--- config.mk ---
export PLATFORM = sky130hd
export DESIGN_NAME = tela_sprites
export DESIGN_NICKNAME = d
export VERILOG_FILES = /design/src/rtl/tela_pkg.sv /design/src/rtl/sprite_rom.sv /design/src/rtl/tela_sprites.sv
export SDC_FILE = /design/constraint.sdc
export NUM_CORES = 1
export LEC_CHECK = 0
export ABC_AREA = 1
export CORE_UTILIZATION = 45
export DETAILED_ROUTE_END_ITERATION = 12
export PLACE_DENSITY = 0.62
export SYNTH_ARGS = -nofsm -noshare
export SYNTH_HDL_FRONTEND = slang
export SYNTH_SLANG_ARGS = --single-unit
export TNS_END_PERCENT = 5
--- constraint.sdc ---
create_clock -name VGA_CLK -period 4.86 [get_ports VGA_CLK]
set_input_delay 0.729 -clock VGA_CLK [delete_from_list [all_inputs] [get_ports VGA_CLK]]
set_output_delay 0.729 -clock VGA_CLK [all_outputs]
set_load 0.05 [all_outputs]
--- src/rtl/tela_pkg.sv ---
// Shared types and constants for the tela_sprites overlay: slot attribute record,
// raster geometry defaults and the bitmap-coordinate scaling helper.
package tela_pkg;

    localparam int VIS_W     = 640;
    localparam int VIS_H     = 480;
    localparam int H_OFF_DEF = 144;
    localparam int V_OFF_DEF = 35;

    localparam logic [23:0] BG_RGB_DEF = 24'h003232;

    typedef struct packed {
        logic [9:0]  x;
        logic [9:0]  y;
        logic [1:0]  scale;
        logic [23:0] rgb;
        logic        en;
    } slot_attr_t;

    // Map an offset inside a scaled sprite back to a bitmap coordinate (factor = s+1).
    function automatic logic [9:0] unscale(input logic [9:0] d, input logic [1:0] s);
        case (s)
            2'd0:    return d;
            2'd1:    return d >> 1;
            2'd2:    return d / 10'd3;
            default: return d >> 2;
        endcase
    endfunction

endpackage

--- src/rtl/sprite_rom.sv ---
// Per-slot sprite masks: a solid block with a slot-dependent grid of transparent
// holes (every 4th row, at columns congruent to the slot number mod 4).
module sprite_rom
    import tela_pkg::*;
#(
    parameter int SPRITE_W = 15,
    parameter int SPRITE_H = 16
) (
    input  logic [2:0]                  slot,
    input  logic [$clog2(SPRITE_H)-1:0] row,
    input  logic [$clog2(SPRITE_W)-1:0] col,
    output logic                        mask
);

    always_comb begin
        mask = 1'b1;
        if ((int'(row) % 4 == 3) && (int'(col) % 4 == int'(slot) % 4))
            mask = 1'b0;
    end

endmodule

--- src/rtl/tela_sprites.sv ---
// Sprite overlay for a VGA raster: double-buffered slot attributes, 2-stage pixel pipeline.
// Optional macro TELA_SPRITES_COLLISION_EN adds the sticky pairwise colisao output.
module tela_sprites
    import tela_pkg::*;
#(
    parameter int          N_SPRITES = 4,
    parameter int          SPRITE_W  = 15,
    parameter int          SPRITE_H  = 16,
    parameter int          H_OFF     = H_OFF_DEF,
    parameter int          V_OFF     = V_OFF_DEF,
    parameter logic [23:0] BG_RGB    = BG_RGB_DEF
) (
    input  logic        VGA_CLK,
    input  logic        reset,
    input  logic        ativo,
    input  logic        perdeu,
    input  logic [9:0]  VGA_X,
    input  logic [9:0]  VGA_Y,
    // wr_* is a valid/ready port: a write transfers on a VGA_CLK edge where
    // wr_valid and wr_ready are both high; wr_ready drops only in the commit cycle.
    input  logic        wr_valid,
    output logic        wr_ready,
    input  logic [2:0]  wr_idx,
    input  logic [9:0]  wr_x,
    input  logic [9:0]  wr_y,
    input  logic [1:0]  wr_scale,
    input  logic [23:0] wr_rgb,
    input  logic        wr_en,
    output logic [7:0]  VGA_R,
    output logic [7:0]  VGA_G,
    output logic [7:0]  VGA_B
`ifdef TELA_SPRITES_COLLISION_EN
    ,
    output logic [N_SPRITES*N_SPRITES-1:0] colisao
`endif
);

    localparam int CW = $clog2(SPRITE_W);
    localparam int RW = $clog2(SPRITE_H);

    slot_attr_t shadow [N_SPRITES];
    slot_attr_t active [N_SPRITES];

    logic commit;
    assign commit   = (VGA_X == 10'd0) && (VGA_Y == 10'd0);
    assign wr_ready = reset | ~commit;

    always_ff @(posedge VGA_CLK) begin
        if (reset) begin
            for (int i = 0; i < N_SPRITES; i++) begin
                shadow[i] <= '0;
                active[i] <= '0;
            end
        end else begin
            // Indices with no matching slot fall through the loop and are dropped.
            for (int i = 0; i < N_SPRITES; i++) begin
                if (wr_valid && wr_ready && wr_idx == 3'(i))
                    shadow[i] <= '{x: wr_x, y: wr_y, scale: wr_scale, rgb: wr_rgb, en: wr_en};
                if (commit)
                    active[i] <= shadow[i];
            end
        end
    end

    // Stage 1: raster to visible coordinates, per-slot hit test and bitmap coordinates.
    logic [9:0]          px, py;
    logic                vis;
    logic [N_SPRITES-1:0] hit_n;
    logic [CW-1:0]       col_n [N_SPRITES];
    logic [RW-1:0]       row_n [N_SPRITES];

    assign px  = VGA_X - 10'(H_OFF);
    assign py  = VGA_Y - 10'(V_OFF);
    assign vis = (px < 10'(VIS_W)) && (py < 10'(VIS_H));

    always_comb begin
        logic [11:0] fac, x_lo, x_hi, y_lo, y_hi;
        for (int i = 0; i < N_SPRITES; i++) begin
            fac  = {10'd0, active[i].scale} + 12'd1;
            x_lo = {2'b00, active[i].x};
            y_lo = {2'b00, active[i].y};
            x_hi = x_lo + 12'(SPRITE_W) * fac;
            y_hi = y_lo + 12'(SPRITE_H) * fac;
            hit_n[i] = vis && active[i].en
                     && ({2'b00, px} >= x_lo) && ({2'b00, px} < x_hi)
                     && ({2'b00, py} >= y_lo) && ({2'b00, py} < y_hi);
            col_n[i] = CW'(unscale(px - active[i].x, active[i].scale));
            row_n[i] = RW'(unscale(py - active[i].y, active[i].scale));
        end
    end

    logic [N_SPRITES-1:0] hit_q;
    logic [CW-1:0]        col_q [N_SPRITES];
    logic [RW-1:0]        row_q [N_SPRITES];
    logic                 ativo_q, perdeu_q;

    always_ff @(posedge VGA_CLK) begin
        if (reset) begin
            hit_q    <= '0;
            ativo_q  <= 1'b0;
            perdeu_q <= 1'b0;
            for (int i = 0; i < N_SPRITES; i++) begin
                col_q[i] <= '0;
                row_q[i] <= '0;
            end
        end else begin
            hit_q    <= hit_n;
            ativo_q  <= ativo;
            perdeu_q <= perdeu;
            for (int i = 0; i < N_SPRITES; i++) begin
                col_q[i] <= col_n[i];
                row_q[i] <= row_n[i];
            end
        end
    end

    // Stage 2: mask lookup and priority select.
    logic [N_SPRITES-1:0] mask_b, draw;

    for (genvar g = 0; g < N_SPRITES; g++) begin : g_rom
        sprite_rom #(
            .SPRITE_W (SPRITE_W),
            .SPRITE_H (SPRITE_H)
        ) u_rom (
            .slot (3'(g)),
            .row  (row_q[g]),
            .col  (col_q[g]),
            .mask (mask_b[g])
        );
    end

    assign draw = hit_q & mask_b;

    // Reading rgb from the active set here is safe: the only pixel in stage 2 right
    // after a commit is the one presented at (0,0), which lies outside the visible area.
    logic [23:0] rgb_n, rgb_q;

    always_comb begin
        rgb_n = BG_RGB;
        for (int i = N_SPRITES - 1; i >= 0; i--)
            if (draw[i])
                rgb_n = active[i].rgb;
    end

    always_ff @(posedge VGA_CLK) begin
        if (reset)
            rgb_q <= '0;
        else if (!ativo_q || perdeu_q)
            rgb_q <= '0;
        else
            rgb_q <= rgb_n;
    end

    assign VGA_R = rgb_q[23:16];
    assign VGA_G = rgb_q[15:8];
    assign VGA_B = rgb_q[7:0];

`ifdef TELA_SPRITES_COLLISION_EN
    logic [N_SPRITES*N_SPRITES-1:0] coll_n;

    always_comb begin
        coll_n = '0;
        for (int i = 0; i < N_SPRITES; i++)
            for (int j = 0; j < N_SPRITES; j++)
                if (j > i && draw[i] && draw[j])
                    coll_n[i*N_SPRITES+j] = 1'b1;
    end

    // Commit clears the flags, but a collision detected on the same edge survives.
    always_ff @(posedge VGA_CLK) begin
        if (reset)
            colisao <= '0;
        else
            colisao <= (commit ? '0 : colisao) | coll_n;
    end
`endif

endmodule

==> results of run 1 <==
==> metal layers <==
metal,GRT usage,part of all wire,up-vias,wire length [um]
met5,0,0.00036,-,27
met2,0.446,0.51,507,37800
met4,0.0951,0.035,4,2580
met3,0.0250,0.038,152,2790
li1,-,-,11178,-
met1,0.291,0.42,10596,31000
==> cell type report <==
cell class / instances / area, um2 / share of cell area
multi-input cells: 2077 / 13200 / 0.390
repair buffers: 424 / 3650 / 0.108
clock buffers: 60 / 1270 / 0.0376
inverters: 618 / 2320 / 0.0685
well taps: 773 / 967 / 0.0285
flip-flops and latches: 422 / 12200 / 0.360
diodes: 1 / 2.50 / 0.0000738
clock inverters: 19 / 258 / 0.00760
==> Yosys cell counts, drive strengths merged (4+ instances only) <==
library cell,number,area share
nor3,6,0.0011
a31oi,37,0.0086
a221oi,7,0.0023
edfxtp,376,0.42
clkinv,4,0.00056
xor2,92,0.030
ha,224,0.10
or2,7,0.0016
o22ai,6,0.0014
nand3,193,0.039
dfxtp,46,0.034
o21a,10,0.0028
nor2,500,0.070
nand2,565,0.082
xnor2,14,0.0045
fa,20,0.015
o21bai,41,0.012
o211ai,12,0.0035
inv,614,0.085
nand4,40,0.0093
a22oi,6,0.0017
nand3b,10,0.0029
o21ai,117,0.025
clkbuf,59,0.0082
a21oi,134,0.027
nor4,7,0.0016
==> registers in the layout, indices dropped and copies added, names as in the netlist <==
name	cells
hit_q	4
row_q	8
col_q	8
active	188
shadow	188
rgb_q	24
perdeu_q	1
ativo_q	1
==> worst paths after layout <==
| kind | to | slack (ps) |
|---|---|---|
| max | row_q[0][0]$_SDFF_PP0_ | 220 |
| min | active[2][29]$_SDFFCE_PN0P_ | 530 |
| max reg2reg | hit_q[2]$_SDFF_PP0_ | 490 |
| min reg2reg | active[2][29]$_SDFFCE_PN0P_ | 530 |
==> power by group <==
part	internal [mW]	switching (mW)	leakage (nW)	total [mW]
sequential	4.11	0.0607	4.21	4.17
combinational	1.95	2.70	11.2	4.65
clock	2.16	1.45	0.749	3.61
==> critical path, delay by kind of cell <==
| kind | cells | cell delay [ps] |
|---|---|---|
| xor+xnor | 1 | 170 |
| compound gates | 4 | 610 |
| simple gates | 23 | 2190 |
| buf+inv | 7 | 810 |
| fa+ha+maj | 3 | 580 |
==> logic make-up after synthesis <==
family / count (synthesis) / synth area share
XOR/XNOR: 106 / 0.0347
flip-flops: 422 / 0.453
AO/OA/AOI/OAI: 393 / 0.0906
AND/OR/NAND/NOR: 1334 / 0.209
buffers and inverters: 679 / 0.0945
adder cells (fa/ha/maj): 244 / 0.119
==> what timing repair did <==
item                       in CTS  in global routing
resized for setup              50                197
setup endpoints to repair      16                 16
buffers inserted                7                 19
pin swaps                      10                 95
hold buffers                    0                  0
gates cloned                    0                  0
==> impl_metrics.toml, run 1 <==
[power]
max-vdd-ir-drop_mv = 0.396
power_mw = 12.4
power_density_nw_per_um2 = 366
leakage_nw = 16.1

[finish]
final_cell_mix = "575 x inv_1, 480 x nor2_1, 479 x nand2_1"
syn_to_final_growth_pct = 25.8
final_util = 0.574
instances_no_fill = 4394
design_area_um2 = 33900
mostFrequentLayoutCell = "inv_1"
nets = 3907
drive_above_1_share = 0.196
nFillCells = 5200

[sta]
finalSetupViolations = 0
tightest_slew_ps = 960
whs_ps = 532
hold_violations = 0
min_period_over_period = 0.955
clock.fmax_mhz = 215
fin_crit_ps = 4640
slew_headroom = 0.360
tns_ps = 0
rsz0062_at_grt = "true"
finalClockSkew_ps = 24.5
drv_slew = 0
fin_ws_ps = 216

[setup_path]
critPathMaxStageDelay_ps = 210
reg2reg_depth = 15
arrival_ps = 5100
cp.required_ps = 5320
cpMostUsedCell = "nand2_1"
crit_type = "input port to flop"
start_kind = "input port"
r2r_start = "active[2][25]$_SDFFCE_PN0P_"
crit_slowest_cell = "ha_2"
cp-startpoint = "VGA_Y[0]"
cp_max_fo = 4
worst_setup_path_end_kind = "flop"

[die]
pin_count = 100
die_h_um = 247
rows = 89
core_area_um2 = 59100
initial_core_util = 0.456
die_w_um = 247
die_area_um2 = 60900

[worst_hold_path]
hold_depth = 2
hold_start = "shadow[2][29]$_SDFFCE_PN0P_"
min_path_type = "flop to flop"

[grt]
grt_pass1_wl_um = 116000
overflow = 0
grt_usage = 0.243
antenna_found_initial = 3
grt_pass1_vias = 22286
grt_max_degree = 190

[place]
place_area_um2 = 31100
place_ws_ps = -1240
gp_routability_congestion = 0.919
hpwl_um = 54600
placed_cells = 4288
port_buffers = 99

[clock_tree]
cts_tree = "done"
clock_path_buffers = 3
numCtsBuffers = 45
htreeDepth = 2
cts-root-buf = "clkbuf_16"
clk_pin_slew_ps = 60
clock_latency_ps = 590
cts_sinks = 422

[yosys]
yosysWarnings = 0
syn_inst = 3178
ys_ff_latch = 422
synth_edf_count = 376
synthArstFlopShare = 0
ys_types = 55
synth_area_um2 = 27000
synth_nets = 3497
yosysSeqAreaShare = 0.453
ys.flop_type = "edfxtp_1"
avgSynthCellArea_um2 = 8.49

[route]
ant_nets = 0
post_drt_wl_per_cell_um = 16.9
totalWireLength_um = 74200
route.detailed.drc = 0
initialDrtViolationCount = 1429
dr.pass1.iters = 6
vias = 22437
drt-vias-per-instance = 5.11

[flow_run]
cap_violations = 0

[run_status]
outcome = "completed"
Power figures use the tool's default switching activity.
==> run 2: changes to the inputs <==
- CORE_MARGIN: unset -> 10
==> impl_metrics.toml, run 2 (synthesis gave the netlist of run 1 again) <==
[setup_path]
cp_max_fo = 5
worst_setup_path_end_kind = "flop"
arrival_ps = 5100
start_kind = "input port"
cpMostUsedCell = "nand2_2"
crit_slowest_cell = "nand4_1"
r2r_setup_slack_ps = 530
critPathMaxStageDelay_ps = 250
crit_type = "input port to flop"
cp.required_ps = 5320

[finish]
syn_to_final_growth_pct = 25.6
final_util = 0.572
mostFrequentLayoutCell = "inv_1"
drive_above_1_share = 0.197
instances_no_fill = 4393
nets = 3903
top_regs = "active x188, shadow x188, rgb_q x24"
nFillCells = 5248
final_cell_mix = "571 x inv_1, 488 x nand2_1, 477 x nor2_1"

[die]
pin_count = 100
die_area_um2 = 70100
core_area_um2 = 59200
die_w_um = 265
rows = 89
die_h_um = 265
initial_core_util = 0.455

[clock_tree]
htreeDepth = 2
cts_sinks = 422
numCtsBuffers = 45
clock_latency_ps = 590
clock_path_buffers = 3
cts_tree = "done"
cts-root-buf = "clkbuf_16"
clk_pin_slew_ps = 60

[place]
gp_routability_congestion = 0.913
place_ws_ps = -989
placed_cells = 4283
port_buffers = 99
hpwl_um = 56300

[power]
leakage_nw = 16.1
power_density_nw_per_um2 = 362
max-vdd-ir-drop_mv = 0.256

[grt]
grt_usage = 0.211
overflow = 0
antenna_found_initial = 5
grt_pass1_wl_um = 118000
grt_max_degree = 85
grt_pass1_vias = 22187

[sta]
min_period_over_period = 0.955
hold_violations = 0
drv_slew = 0
clock.fmax_mhz = 215
finalClockSkew_ps = 32.7
whs_ps = 541
rsz0062_at_grt = "true"
tightest_slew_ps = 1000
fin_crit_ps = 4640
fin_ws_ps = 219
tns_ps = 0
finalSetupViolations = 0
slew_headroom = 0.334

[route]
initialDrtViolationCount = 1408
vias = 22551
ant_nets = 0
drt-vias-per-instance = 5.13
dr.pass1.iters = 5
post_drt_wl_per_cell_um = 17.3
route.detailed.drc = 0
totalWireLength_um = 76000

[run_status]
outcome = "completed"

[flow_run]
cap_violations = 0

[worst_hold_path]
min_path_type = "flop to flop"
[run 2: cell types whose count changed in the layout (fill, tap and decap cells not counted), moves of 6 or more]
cell,before,now
clkinv_2,4,11
buf_4,303,296
nand2_1,479,488
nand3_2,54,48
nand2_2,81,70
o21ai_1,23,29
buf_12,15,21
[run 2: per-layer routing]
metal / track usage / routed length, um / up-vias
li1: - / - / 11167
met1: 0.255 / 32000 / 10700
met2: 0.384 / 38200 / 545
met3: 0.0296 / 3550 / 131
met4: 0.0595 / 2200 / 8
met5: 0 / 46 / -
[run 2: power breakdown]
group | switching, mW | total [mW] | internal, mW
Combinational | 2.69 | 4.69 | 2.00
Sequential | 0.0582 | 4.17 | 4.11
Clock | 1.49 | 3.40 | 1.91
Total | 4.24 | 12.3 | 8.02
[run 2: final cells by class]
cell class	count	area, um2	share of cell area
multi-input cells	2077	13200	0.390
clock buffers	53	1210	0.0356
repair buffers	420	3680	0.109
diodes	1	2.50	0.0000738
inverters	618	2330	0.0688
well taps	773	967	0.0285
flip-flops and latches	422	12200	0.360
clock inverters	29	269	0.00794
[run 2: final timing paths]
| check | cells after the start | from | end |
|---|---|---|---|
| hold reg to reg | 2 | shadow[1][19]$_SDFFCE_PN0P_ | active[1][19]$_SDFFCE_PN0P_ |
| hold / removal | 2 | shadow[1][19]$_SDFFCE_PN0P_ | active[1][19]$_SDFFCE_PN0P_ |
| setup / recovery | 41 | VGA_Y[1] | row_q[0][0]$_SDFF_PP0_ |
| setup reg to reg | 17 | active[2][25]$_SDFFCE_PN0P_ | hit_q[2]$_SDFF_PP0_ |
[run 2: critical path: cells and delay by family]
kind / cells / cell delay (ps)
AOI/OAI and AO/OA: 5 / 500
adders and majority gates: 2 / 350
and+or+nand+nor: 24 / 2580
buffers and inverters: 9 / 730
xor gates and xnor gates: 1 / 200
[run 2: repair_timing]
item	4_1_cts	5_1_grt
gates resized for setup	30	222
endpoints found under the setup margin	16	16
pin swaps	1	94
buffers inserted	1	26
hold buffers	0	0
[run 2: metrics by stage]
step | total power [mW] | cell area, um2
final | 12.3 | 33900
after global routing | 13.0 | 33900
after CTS | 11.8 | 32800
after detailed placement | 8.35 | 31200
after global placement | 8.18 | 31200
after floorplan | 6.92 | 27000
